===== config.mk =====
export PLATFORM = sky130hd
export DESIGN_NAME = id_decode_stage_flat
export DESIGN_NICKNAME = d
export VERILOG_FILES = /design/src/rtl/id_decode_stage_if.sv /design/src/rtl/id_decode_stage.sv /design/src/flat_wrapper.sv
export SDC_FILE = /design/constraint.sdc
export NUM_CORES = 1
export LEC_CHECK = 0
export CORE_UTILIZATION = 45
export CTS_CLUSTER_DIAMETER = 60
export DETAILED_ROUTE_END_ITERATION = 16
export GPL_TIMING_DRIVEN = 0
export HOLD_SLACK_MARGIN = 0.12
export PLACE_DENSITY = 0.82
export RECOVER_POWER = 50
export SYNTH_ARGS = -nofsm -noshare
export SYNTH_HDL_FRONTEND = slang
export SYNTH_SLANG_ARGS = --single-unit

===== constraint.sdc =====
create_clock -name clk -period 2.8 [get_ports clk]
set_input_delay 0.7 -clock clk [delete_from_list [all_inputs] [get_ports clk]]
set_output_delay 0.7 -clock clk [all_outputs]
set_load 0.01 [all_outputs]

===== src/rtl/id_decode_stage_if.sv =====
// id_decode_stage_if: fetch handshake, register-file read port and execute-side bundle of the decode stage.
interface id_decode_stage_if;
  logic        in_valid;
  logic        in_ready;
  logic [31:0] in_instr;
  logic [63:0] in_pc;
  logic        flush;
  logic [4:0]  rs1_addr;
  logic [4:0]  rs2_addr;
  logic [63:0] rs1_data;
  logic [63:0] rs2_data;
  logic        out_valid;
  logic        out_ready;
  logic [4:0]  out_opcode;
  logic [2:0]  out_func3;
  logic        out_func7;
  logic [63:0] out_op1;
  logic [63:0] out_op2;
  logic [4:0]  out_rd;
  logic        out_rd_we;
  logic [63:0] out_store_data;
  logic [63:0] out_target;
  logic        out_illegal;
  modport master (
    output in_valid, in_instr, in_pc, flush, rs1_data, rs2_data, out_ready,
    input  in_ready, rs1_addr, rs2_addr, out_valid, out_opcode, out_func3, out_func7,
           out_op1, out_op2, out_rd, out_rd_we, out_store_data, out_target, out_illegal
  );
  modport slave (
    input  in_valid, in_instr, in_pc, flush, rs1_data, rs2_data, out_ready,
    output in_ready, rs1_addr, rs2_addr, out_valid, out_opcode, out_func3, out_func7,
           out_op1, out_op2, out_rd, out_rd_we, out_store_data, out_target, out_illegal
  );
endinterface


===== src/rtl/id_decode_stage.sv =====
// id_decode_stage: RV64I decode stage with a one-entry output register; DECODE_ILLEGAL_CHECK_EN adds illegal-instruction detection.
module id_decode_stage (
  input logic clk,
  input logic rst_n,
  id_decode_stage_if.slave bus
);
  logic [31:2] i;
  logic [4:0]  opc;
  logic [2:0]  f3;
  logic [63:0] rs1, rs2, imm_i, imm_s, imm_b, imm_u, imm_j;
  logic [63:0] op1, op2, tgt, sd;
  logic        f7, known, ill, we, acc;
  assign i = bus.in_instr[31:2];
  assign opc = i[6:2];
  assign f3 = i[14:12];
  assign bus.rs1_addr = i[19:15];
  assign bus.rs2_addr = i[24:20];
  assign rs1 = i[19:15] == 5'd0 ? 64'd0 : bus.rs1_data;
  assign rs2 = i[24:20] == 5'd0 ? 64'd0 : bus.rs2_data;
  assign imm_i = {{52{i[31]}}, i[31:20]};
  assign imm_s = {{52{i[31]}}, i[31:25], i[11:7]};
  assign imm_b = {{52{i[31]}}, i[7], i[30:25], i[11:8], 1'b0};
  assign imm_u = {{32{i[31]}}, i[31:12], 12'd0};
  assign imm_j = {{44{i[31]}}, i[19:12], i[20], i[30:21], 1'b0};
  assign bus.in_ready = !bus.out_valid || bus.out_ready;
  assign acc = bus.in_valid && bus.in_ready && !bus.flush;
  always_comb begin
    op1 = '0;
    op2 = '0;
    tgt = '0;
    sd = '0;
    f7 = 1'b0;
    known = 1'b1;
    case (opc)
      5'b01100, 5'b01110: begin op1 = rs1; op2 = rs2; f7 = i[30]; end
      5'b00100, 5'b00110: begin op1 = rs1; op2 = imm_i; f7 = f3 == 3'b101 && i[30]; end
      5'b01101: op2 = imm_u;
      5'b00101: begin op1 = bus.in_pc; op2 = imm_u; end
      5'b11011: begin op1 = bus.in_pc; tgt = bus.in_pc + imm_j; end
      5'b11001: begin op1 = bus.in_pc; tgt = (rs1 + imm_i) & ~64'd1; end
      5'b11000: begin op1 = rs1; op2 = rs2; tgt = bus.in_pc + imm_b; end
      5'b00000: begin op1 = rs1; op2 = imm_i; end
      5'b01000: begin op1 = rs1; op2 = imm_s; sd = rs2; end
      default: known = 1'b0;
    endcase
  end
`ifdef DECODE_ILLEGAL_CHECK_EN
  logic r_type, w_type, bad_r;
  assign r_type = opc == 5'b01100 || opc == 5'b01110;
  assign w_type = opc == 5'b00110 || opc == 5'b01110;
  assign bad_r = r_type && (i[31:25] == 7'h20 ? !(f3 inside {3'b000, 3'b101}) : i[31:25] != 7'h00);
  assign ill = bus.in_instr[1:0] != 2'b11 || !known || bad_r ||
               (w_type && !(f3 inside {3'b000, 3'b001, 3'b101})) ||
               (opc == 5'b11001 && f3 != 3'b000) || (opc == 5'b11000 && f3[2:1] == 2'b01) ||
               (opc == 5'b00000 && f3 == 3'b111) || (opc == 5'b01000 && f3[2]);
`else
  assign ill = 1'b0;
`endif
  // branches and stores never write rd; x0 is never written
  assign we = known && !ill && opc != 5'b11000 && opc != 5'b01000 && i[11:7] != 5'd0;
  always_ff @(posedge clk or negedge rst_n)
    if (!rst_n) begin
      bus.out_valid <= 1'b0;
      bus.out_opcode <= '0;
      bus.out_func3 <= '0;
      bus.out_func7 <= 1'b0;
      bus.out_op1 <= '0;
      bus.out_op2 <= '0;
      bus.out_rd <= '0;
      bus.out_rd_we <= 1'b0;
      bus.out_store_data <= '0;
      bus.out_target <= '0;
      bus.out_illegal <= 1'b0;
    end else begin
      bus.out_valid <= !bus.flush && (acc || (bus.out_valid && !bus.out_ready));
      if (acc) begin
        bus.out_opcode <= opc;
        bus.out_func3 <= f3;
        bus.out_func7 <= f7;
        bus.out_op1 <= ill ? 64'd0 : op1;
        bus.out_op2 <= ill ? 64'd0 : op2;
        bus.out_rd <= i[11:7];
        bus.out_rd_we <= we;
        bus.out_store_data <= ill ? 64'd0 : sd;
        bus.out_target <= ill ? 64'd0 : tgt;
        bus.out_illegal <= ill;
      end
    end
endmodule

===== src/flat_wrapper.sv =====
// flat-port wrapper written by rule: the top's interface ports become plain ports
module id_decode_stage_flat 
  (clk, rst_n, bus_in_valid, bus_in_instr, bus_in_pc, bus_flush, bus_rs1_data, bus_rs2_data, bus_out_ready, bus_in_ready, bus_rs1_addr, bus_rs2_addr, bus_out_valid, bus_out_opcode, bus_out_func3, bus_out_func7, bus_out_op1, bus_out_op2, bus_out_rd, bus_out_rd_we, bus_out_store_data, bus_out_target, bus_out_illegal);
  id_decode_stage_if bus_i ();
  input logic clk;
  input logic rst_n;
  input wire logic [$bits(bus_i.in_valid)-1:0] bus_in_valid;
  input wire logic [$bits(bus_i.in_instr)-1:0] bus_in_instr;
  input wire logic [$bits(bus_i.in_pc)-1:0] bus_in_pc;
  input wire logic [$bits(bus_i.flush)-1:0] bus_flush;
  input wire logic [$bits(bus_i.rs1_data)-1:0] bus_rs1_data;
  input wire logic [$bits(bus_i.rs2_data)-1:0] bus_rs2_data;
  input wire logic [$bits(bus_i.out_ready)-1:0] bus_out_ready;
  output wire logic [$bits(bus_i.in_ready)-1:0] bus_in_ready;
  output wire logic [$bits(bus_i.rs1_addr)-1:0] bus_rs1_addr;
  output wire logic [$bits(bus_i.rs2_addr)-1:0] bus_rs2_addr;
  output wire logic [$bits(bus_i.out_valid)-1:0] bus_out_valid;
  output wire logic [$bits(bus_i.out_opcode)-1:0] bus_out_opcode;
  output wire logic [$bits(bus_i.out_func3)-1:0] bus_out_func3;
  output wire logic [$bits(bus_i.out_func7)-1:0] bus_out_func7;
  output wire logic [$bits(bus_i.out_op1)-1:0] bus_out_op1;
  output wire logic [$bits(bus_i.out_op2)-1:0] bus_out_op2;
  output wire logic [$bits(bus_i.out_rd)-1:0] bus_out_rd;
  output wire logic [$bits(bus_i.out_rd_we)-1:0] bus_out_rd_we;
  output wire logic [$bits(bus_i.out_store_data)-1:0] bus_out_store_data;
  output wire logic [$bits(bus_i.out_target)-1:0] bus_out_target;
  output wire logic [$bits(bus_i.out_illegal)-1:0] bus_out_illegal;
  assign bus_i.in_valid = bus_in_valid;
  assign bus_i.in_instr = bus_in_instr;
  assign bus_i.in_pc = bus_in_pc;
  assign bus_i.flush = bus_flush;
  assign bus_i.rs1_data = bus_rs1_data;
  assign bus_i.rs2_data = bus_rs2_data;
  assign bus_i.out_ready = bus_out_ready;
  assign bus_in_ready = bus_i.in_ready;
  assign bus_rs1_addr = bus_i.rs1_addr;
  assign bus_rs2_addr = bus_i.rs2_addr;
  assign bus_out_valid = bus_i.out_valid;
  assign bus_out_opcode = bus_i.out_opcode;
  assign bus_out_func3 = bus_i.out_func3;
  assign bus_out_func7 = bus_i.out_func7;
  assign bus_out_op1 = bus_i.out_op1;
  assign bus_out_op2 = bus_i.out_op2;
  assign bus_out_rd = bus_i.out_rd;
  assign bus_out_rd_we = bus_i.out_rd_we;
  assign bus_out_store_data = bus_i.out_store_data;
  assign bus_out_target = bus_i.out_target;
  assign bus_out_illegal = bus_i.out_illegal;
  id_decode_stage u_core (.clk(clk), .rst_n(rst_n), .bus(bus_i));
endmodule

=== Word-level counts from Yosys, hierarchy flattened ===
Index checks and enable logic that the tools add are counted.

* Add/subtract/negate cells: 3
* Eq/ne operators: 13
* Mux-type cells: 8
* Reductions and logical operators: 25

{| class="wikitable"
|+ Operators with widths
! cell !! number
|-
| $pmux W64 S4 || 1
|-
| $add A64 B64 Y64 || 3
|-
| $mux W64 || 3
|-
| $pmux W64 S3 || 1
|-
| $pmux W64 S2 || 1
|-
| $eq A5 B4 Y1 const B || 4
|-
| $eq A5 B3 Y1 const B || 3
|-
| $eq A5 B5 Y1 const B || 3
|-
| $logic_not A5 Y1 || 3
|-
| $reduce_or A11 Y1 || 1
|-
| $reduce_or A3 Y1 || 3
|-
| $logic_and A1 B1 Y1 || 8
|-
| $reduce_or A7 Y1 || 1
|-
| $reduce_or A2 Y1 || 3
|-
| $ne A5 B4 Y1 const B || 1
|-
| $ne A5 B5 Y1 const B || 1
|-
| $reduce_bool A5 Y1 || 1
|-
| $eq A3 B3 Y1 const B || 1
|-
| $logic_not A1 Y1 || 3
|-
| $logic_or A1 B1 Y1 || 2
|-
| $pmux W1 S2 || 1
|-
| $mux W1 || 1
|}

* Register bits: 272
* Input port bits: 229
* Output and inout bits: 284
* Word-level logic and storage cells: 59

=== Longest topological paths before layout ===
Gate-level depths: netlist (run 1).

* Depth in word-level cells: 6
* Mapped depth: 22
* Gate-level depth less buffers: 17

=== Least setup slack after synthesis (run 1) ===
No wires, ideal clock.

* Kind: input to register
* From: input port bus_in_instr[15]
* To: register u_core.bus.out_target[24] (netlist name)
* Setup time: 126 ps
* Arrival: 5487 ps
* Data required time: 2674 ps
* Setup slack: -2813 ps
* Stages: 19
* Buffers on the path: 6
* Cells stage by stage: nor2_2 nand2_1 clkbuf_1 clkbuf_1 clkbuf_1 clkbuf_1 clkbuf_1 clkbuf_1 nand3_1 fa_1 a21boi_0 or4_4 a311oi_4 o21ai_0 a21boi_0 mux2i_1 nor2_1 o31a_1 a221o_1

* Cells in the longest elaborated chain, start to end: 4
* Elaborated cells on any way between the ends: 5

{| class="wikitable"
|+ RTL lines
! what !! line !! source
|-
| start, declared || flat_wrapper.sv:8 || <nowiki>input wire logic [$bits(bus_i.in_instr)-1:0] bus_in_instr;</nowiki>
|-
| $logic_not A5 Y1 || id_decode_stage.sv:18 || <nowiki>assign rs1 = i[19:15] == 5'd0 ? 64'd0 : bus.rs1_data;</nowiki>
|-
| $mux W64 || id_decode_stage.sv:18 ||
|-
| $add A64 B64 Y64 || id_decode_stage.sv:40 || <nowiki>5'b11001: begin op1 = bus.in_pc; tgt = (rs1 + imm_i) & ~64'd1; end</nowiki>
|-
| $pmux W64 S3 * || id_decode_stage.sv:34 || <nowiki>case (opc)</nowiki>
|-
| end signal, assigned || id_decode_stage.sv:85 || <nowiki>bus.out_target <= ill ? 64'd0 : tgt;</nowiki>
|-
| end, declared || id_decode_stage_if.sv:32 || <nowiki>out_op1, out_op2, out_rd, out_rd_we, out_store_data, out_target, out_illegal</nowiki>
|}

Mark *: on every way between the ends. The rest lies on a longest branch, timed or not.
A chain may end at the register's enable or synchronous reset.

=== Final worst setup path (run 1) ===
* From: input port bus_in_instr[16]
* To: register u_core.bus.out_target[28] (netlist name)

The elaborated chain is that of the path after synthesis.

==> results of run 1 <==
[cells by family after synthesis]
group,count (synthesis),share of synthesized area
buffers and inverters,291,0.0553
adders and majority gates,87,0.0524
muxes,15,0.00747
DFF,272,0.325
other,1,0.000179
AOI/OAI and AO/OA,966,0.314
xor gates and xnor gates,137,0.0573
and+or+nand+nor,841,0.188
[critical path: stages]
cell	delay (ps)
buf_12	110
nor3_4	210
nand2_2	100
clkbuf_16	160
clkbuf_16	140
clkbuf_16	130
clkbuf_16	140
clkbuf_16	140
clkbuf_16	140
nand3_4	80
fa_2	270
buf_6	140
nand2b_4	120
a32oi_2	120
o21ai_2	260
a311oi_4	160
buf_6	170
buf_6	100
buf_6	110
a221oi_4	330
o21ai_2	140
a21oi_4	380
xnor2_2	120
a221oi_2	380
nor2_1	90
[registers in the layout, summed over array words and instances (netlist names)]
signal                     count
u_core.bus.out_op1            64
u_core.bus.out_op2            64
u_core.bus.out_store_data     64
u_core.bus.out_target         64
u_core.bus.out_opcode          5
u_core.bus.out_rd              5
u_core.bus.out_func3           3
u_core.bus.out_func7           1
u_core.bus.out_rd_we           1
u_core.bus.out_valid           1
[what timing repair did]
action                     CTS  global route
setup endpoints to repair  277           201
hold endpoints to repair     9             0
buffers inserted            92            54
gates cloned                 1             0
pin swaps                  151           140
hold buffers                 1             0
gates resized for setup    378           147
[final cells by class]
cell class              count  area, um^2  area share
multi-input cells        2047       15200       0.479
flip-flops and latches    272        6810       0.214
repair buffers            627        6210       0.196
plain buffers             239        1380      0.0434
clock buffers              45         963      0.0303
well taps                 600         751      0.0236
clock inverters            15         254     0.00800
inverters                  43         161     0.00508
diodes                      9        22.5    0.000709
[synthesized netlist by cell type, types with 38 or more instances]
cell type	number	area (um^2)
inv_1	43	161
o21ai_0	203	1020
nand2_1	303	1140
a221oi_1	60	526
nor2_1	224	841
ha_1	83	1040
a21o_1	66	495
nand3_1	70	350
a32o_1	68	681
xnor2_1	111	972
clkbuf_1	196	736
a22oi_1	38	285
a21oi_1	216	1080
and2_1	38	238
a31oi_1	81	507
dfrtp_1	272	6810
[power breakdown]
| part | leakage (nW) | total (W) | internal, W | switching (W) |
|---|---|---|---|---|
| Sequential | 3.60 | 0.00447 | 0.00425 | 0.000214 |
| Clock | 0.590 | 0.00496 | 0.00293 | 0.00202 |
| Combinational | 8.91 | 0.00539 | 0.00226 | 0.00313 |
[path summary, 6_finish.rpt]
path | startpoint | slack (ps) | to | depth (start not counted)
max in group asynchronous | rst_n | 190 | u_core.bus.out_op2[63]$_DFFE_PN0P_ | 3
max | bus_in_instr[16] | -1720 | u_core.bus.out_target[28]$_DFFE_PN0P_ | 25
min in group asynchronous | rst_n | 1170 | u_core.bus.out_op1[34]$_DFFE_PN0P_ | 2
min reg2reg | u_core.bus.out_op1[37]$_DFFE_PN0P_ | 480 | u_core.bus.out_op1[37]$_DFFE_PN0P_ | 2
max reg2reg | u_core.bus.out_valid$_DFF_PN0_ | 10 | u_core.bus.out_target[54]$_DFFE_PN0P_ | 7
min | bus_in_instr[5] | 430 | u_core.bus.out_opcode[3]$_DFFE_PN0P_ | 3
[metal layers]
layer,share of wire,global-route usage,vias up
met2,0.44,0.760,2149
met4,0.086,0.354,2
met3,0.12,0.161,600
met1,0.35,0.557,13000
li1,-,-,11100
met5,0.00011,0,-
[stage by stage]
step / instance area, um^2 / setup slack (ps) / hold WS [ps] / util / setup TNS [ps]
after floorplan: 21600 / -1700 / 404 / - / -75690
after global placement: 27200 / -10750 / 456 / 0.596 / -3575880
after detailed placement: 27300 / -4420 / 456 / 0.598 / -472800
after CTS: 31000 / -1620 / 451 / 0.678 / -74150
after global routing: 31800 / -1700 / 435 / 0.696 / -96340
final: 31800 / -1720 / 433 / 0.696 / -79520
==> flow_summary.json, run 1 <==
{
  "seq_area_frac_synth": 0.325,
  "wl_um": 120000,
  "layout_commonest_cell": "clkdlybuf4s50_1",
  "dr.pass1.iters": 8,
  "fmax_mhz": 221,
  "finalMaxSlewViolations": 76,
  "yosys_warnings": 0,
  "setup_viol": 75,
  "async_flop_share": 1.00,
  "worstPathArrival_ps": 4980,
  "area_growth_pct": 51.6,
  "worstMarginPinSlew_ps": 2000,
  "ioPinCount": 513,
  "cts_tree": "done",
  "power_w": 0.0148,
  "vias": 26800,
  "via_per_inst": 6.87,
  "violations": "max-capacitance violations, max-slew violations, negative setup slack",
  "portBuffers": 487,
  "grt_pass1_wl_um": 170000,
  "synth_cell_types": 91,
  "syn-cell-area_um2": 20900,
  "syn_area_per_cell_um2": 8.03,
  "start_util": 0.459,
  "clock_path_buffers": 3,
  "irDropWorstVdd_mv": 0.482,
  "grt_pass1_vias": 26300,
  "dp_hpwl_um": 87300,
  "cts_root_buf": "clkbuf_16",
  "path_class": "input pin to flop",
  "syn_inst": 2610,
  "end_kind": "flop",
  "nets": 3579,
  "crit_path_start_kind": "input pin",
  "crit_fanout": 5,
  "synth_seq_cells": 272,
  "drt_iter0_markers": 3661,
  "synth_edf_count": 0,
  "worst_slack_ps": -1720,
  "finalCritPeriodShare": 1.61,
  "fill_cells": 3553,
  "rows": 78,
  "clk_pin_slew_ps": 60,
  "htree_levels": 2,
  "hp-class": "input pin to flop",
  "grt_usage": 0.486,
  "grt_max_degree": 100,
  "mostFrequentLayoutCells": "clkdlybuf4s50_1, nand2_1, dfrtp_1",
  "clock_latency_ps": 590,
  "fin_skew_ps": 27.2,
  "drc": 0,
  "timing.slew.headroom": -0.331,
  "cts.sinks": 272,
  "status": "complete, but fails checks",
  "cts_made_buffers": 35,
  "finalNonFillerCells": 3897,
  "hold_viol": 0,
  "maxCapViolCount": 1,
  "rsz0062_at_grt": "yes",
  "syn_nets": 2924,
  "antenna_found_initial": 13,
  "coreArea_um2": 45700,
  "gp_congestion": 1.06,
  "required_ps": 3260,
  "postRouteAntennaNets": 0,
  "layout_min_cycle_time_ps": 4520,
  "gr-total-overflow": 0,
  "cellPowerDensity_nw_per_um2": 466,
  "placedCellCount": 3701,
  "fp.dieW_um": 218,
  "drive_gt1_frac": 0.184,
  "wire_per_inst_um": 30.7,
  "p_leak_nw": 13.1,
  "synth_flop_cell": "dfrtp_1",
  "die_h_um": 218,
  "die_area_um2": 47400
}
Power figures use the tool's default switching activity.
==> run 2, diff against run 1 <==
--- a/config.mk
+++ b/config.mk
@@ -10,7 +10,7 @@
 export DETAILED_ROUTE_END_ITERATION = 16
 export GPL_TIMING_DRIVEN = 0
 export HOLD_SLACK_MARGIN = 0.12
-export PLACE_DENSITY = 0.82
+export PLACE_DENSITY = 0.85
 export RECOVER_POWER = 50
 export SYNTH_ARGS = -nofsm -noshare
 export SYNTH_HDL_FRONTEND = slang
==> constraint.sdc (replaced) <==
create_clock -name clk -period 3.8 [get_ports clk]
set_input_delay 0.95 -clock clk [delete_from_list [all_inputs] [get_ports clk]]
set_output_delay 0.95 -clock clk [all_outputs]
set_load 0.02 [all_outputs]
==> flow_summary.json, run 2 (synthesis gave the netlist of run 1 again) <==
{
  "drc": 0,
  "power_w": 0.0113,
  "met3_length_um": 16300,
  "end_kind": "flop",
  "finalCritPeriodShare": 1.19,
  "r2r-end": "u_core.bus.out_op1[6]$_DFFE_PN0P_",
  "nets": 3595,
  "fp.dieW_um": 218,
  "rsz0062_at_grt": "yes",
  "postRouteAntennaNets": 0,
  "dr.pass1.iters": 6,
  "r2r_start": "u_core.bus.out_valid$_DFF_PN0_",
  "cellPowerDensity_nw_per_um2": 353,
  "worstPathArrival_ps": 4990,
  "cts_made_buffers": 37,
  "layout_commonest_cell": "clkdlybuf4s50_1",
  "finalMaxSlewViolations": 99,
  "wl_met1_um": 45000,
  "seq_area_um2": 6810,
  "ff2ff_setup_slack_ps": 420,
  "rows": 78,
  "status": "complete, but fails checks",
  "grt_pass1_wl_um": 170000,
  "path_class": "input pin to flop",
  "worst_slack_ps": -706,
  "portBuffers": 487,
  "irDropWorstVdd_mv": 0.380,
  "drt_iter0_markers": 3962,
  "grt_pass1_vias": 25400,
  "fill_cells": 3468,
  "crit_fanout": 9,
  "cts_tree": "done",
  "fmax_mhz": 222,
  "via_per_inst": 6.94,
  "coreArea_um2": 45700,
  "min_from": "u_core.bus.out_op1[48]$_DFFE_PN0P_",
  "gr-total-overflow": 0,
  "finish.utilization": 0.700,
  "grt_max_degree": 99,
  "wire_per_inst_um": 31.1,
  "violations": "max-capacitance violations, max-slew violations, negative setup slack",
  "top_layer": "met5",
  "gp_congestion": 1.04,
  "clock_latency_ps": 600,
  "cts_root_buf": "clkbuf_16",
  "multi_input_area_um2": 15300,
  "layout_min_cycle_time_ps": 4510,
  "ff2ff_path_depth": 8,
  "fin_skew_ps": 18.7,
  "wl_met2_um": 51300,
  "whs_path_depth": 2,
  "p_leak_nw": 13.1,
  "antenna_found_initial": 4,
  "crit_path_start_kind": "input pin",
  "hp-class": "flop to flop",
  "drive_gt1_frac": 0.179,
  "mostFrequentLayoutCells": "clkdlybuf4s50_1, nand2_1, dfrtp_1",
  "dp_hpwl_um": 89100,
  "clock_path_buffers": 3,
  "die_h_um": 218,
  "start_util": 0.459,
  "timing.slew.headroom": -0.749,
  "finalNonFillerCells": 3908,
  "setup_viol": 57,
  "wl_um": 122000,
  "area_growth_pct": 52.6,
  "placedCellCount": 3702,
  "clk_pin_slew_ps": 60,
  "vias": 27100,
  "required_ps": 4280,
  "ioPinCount": 513,
  "hold_end": "u_core.bus.out_op1[48]$_DFFE_PN0P_",
  "htree_levels": 2,
  "hold_viol": 0,
  "die_area_um2": 47400,
  "worstMarginPinSlew_ps": 2620,
  "maxCapViolCount": 1,
  "cts.sinks": 272,
  "grt_usage": 0.488
}
-- run 2: layer usage --
| layer | up-vias | global-route usage |
|---|---|---|
| met5 | - | 0 |
| met4 | 6 | 0.304 |
| met3 | 574 | 0.143 |
| met2 | 2307 | 0.710 |
| met1 | 13200 | 0.634 |
| li1 | 11100 | - |
-- run 2: worst max-delay path by stage --
| stage | from | end | slack (ps) | cells after the start |
|---|---|---|---|---|
| 2_1_floorplan | bus_in_instr[15] | u_core.bus.out_target[30]$_DFFE_PN0P_ | -950 | 19 |
| 3_3_place_gp | rst_n | u_core.bus.out_op2[48]$_DFFE_PN0P_ | -10040 | 1 |
| 3_5_place_dp | bus_in_instr[19] | u_core.bus.out_target[30]$_DFFE_PN0P_ | -3370 | 20 |
| 4_1_cts | bus_in_instr[16] | u_core.bus.out_target[56]$_DFFE_PN0P_ | -810 | 24 |
| 5_1_grt | bus_in_instr[6] | u_core.bus.out_target[50]$_DFFE_PN0P_ | -760 | 21 |
| 6_report | bus_in_instr[4] | u_core.bus.out_target[62]$_DFFE_PN0P_ | -710 | 22 |
-- run 2: cell type report --
type	count	share of cell area
clock inverters	17	0.00767
repair buffers	637	0.199
clock buffers	48	0.0318
flip-flops and latches	272	0.213
plain buffers	243	0.0415
multi-input cells	2047	0.478
diodes	1	0.0000783
inverters	43	0.00513
well taps	600	0.0235
-- run 2: critical path: stages --
cell and delay, ps:
clkbuf_16 120, nand2b_4 130, or2_4 230, or3_4 330, buf_8 150, buf_6 130, nor2_4 220, a21o_1 240
ha_4 170, buf_8 130, nand4_1 230, nor2_2 250, a2bb2oi_2 90, a22oi_2 210, a41oi_4 70, buf_12 190
o31ai_4 290, buf_4 190, a21oi_4 80, xor2_1 230, o21ai_1 100, o22a_1 220
-- run 2: report_power, final --
part           internal [W]  switching, W
Sequential          0.00313      0.000168
Combinational       0.00170       0.00256
Clock               0.00214       0.00157
-- run 2: what timing repair did --
item,4_1_cts,5_1_grt
setup buffers,92,55
pin swaps,108,152
gates resized for setup,290,206
endpoints found under the setup margin,123,75
hold buffers,0,0
cloned,2,0
-- run 2: metrics by stage --
stage	TNS [ps]	setup WS (ps)	hold slack (ps)	cell area, um^2
after global placement	-3202850	-10040	460	27200
after global routing	-83820	-762	488	32000
after CTS	-27510	-806	395	30700
after floorplan	-31080	-953	583	21600
final	-23660	-706	470	32000
after detailed placement	-267290	-3370	462	27300
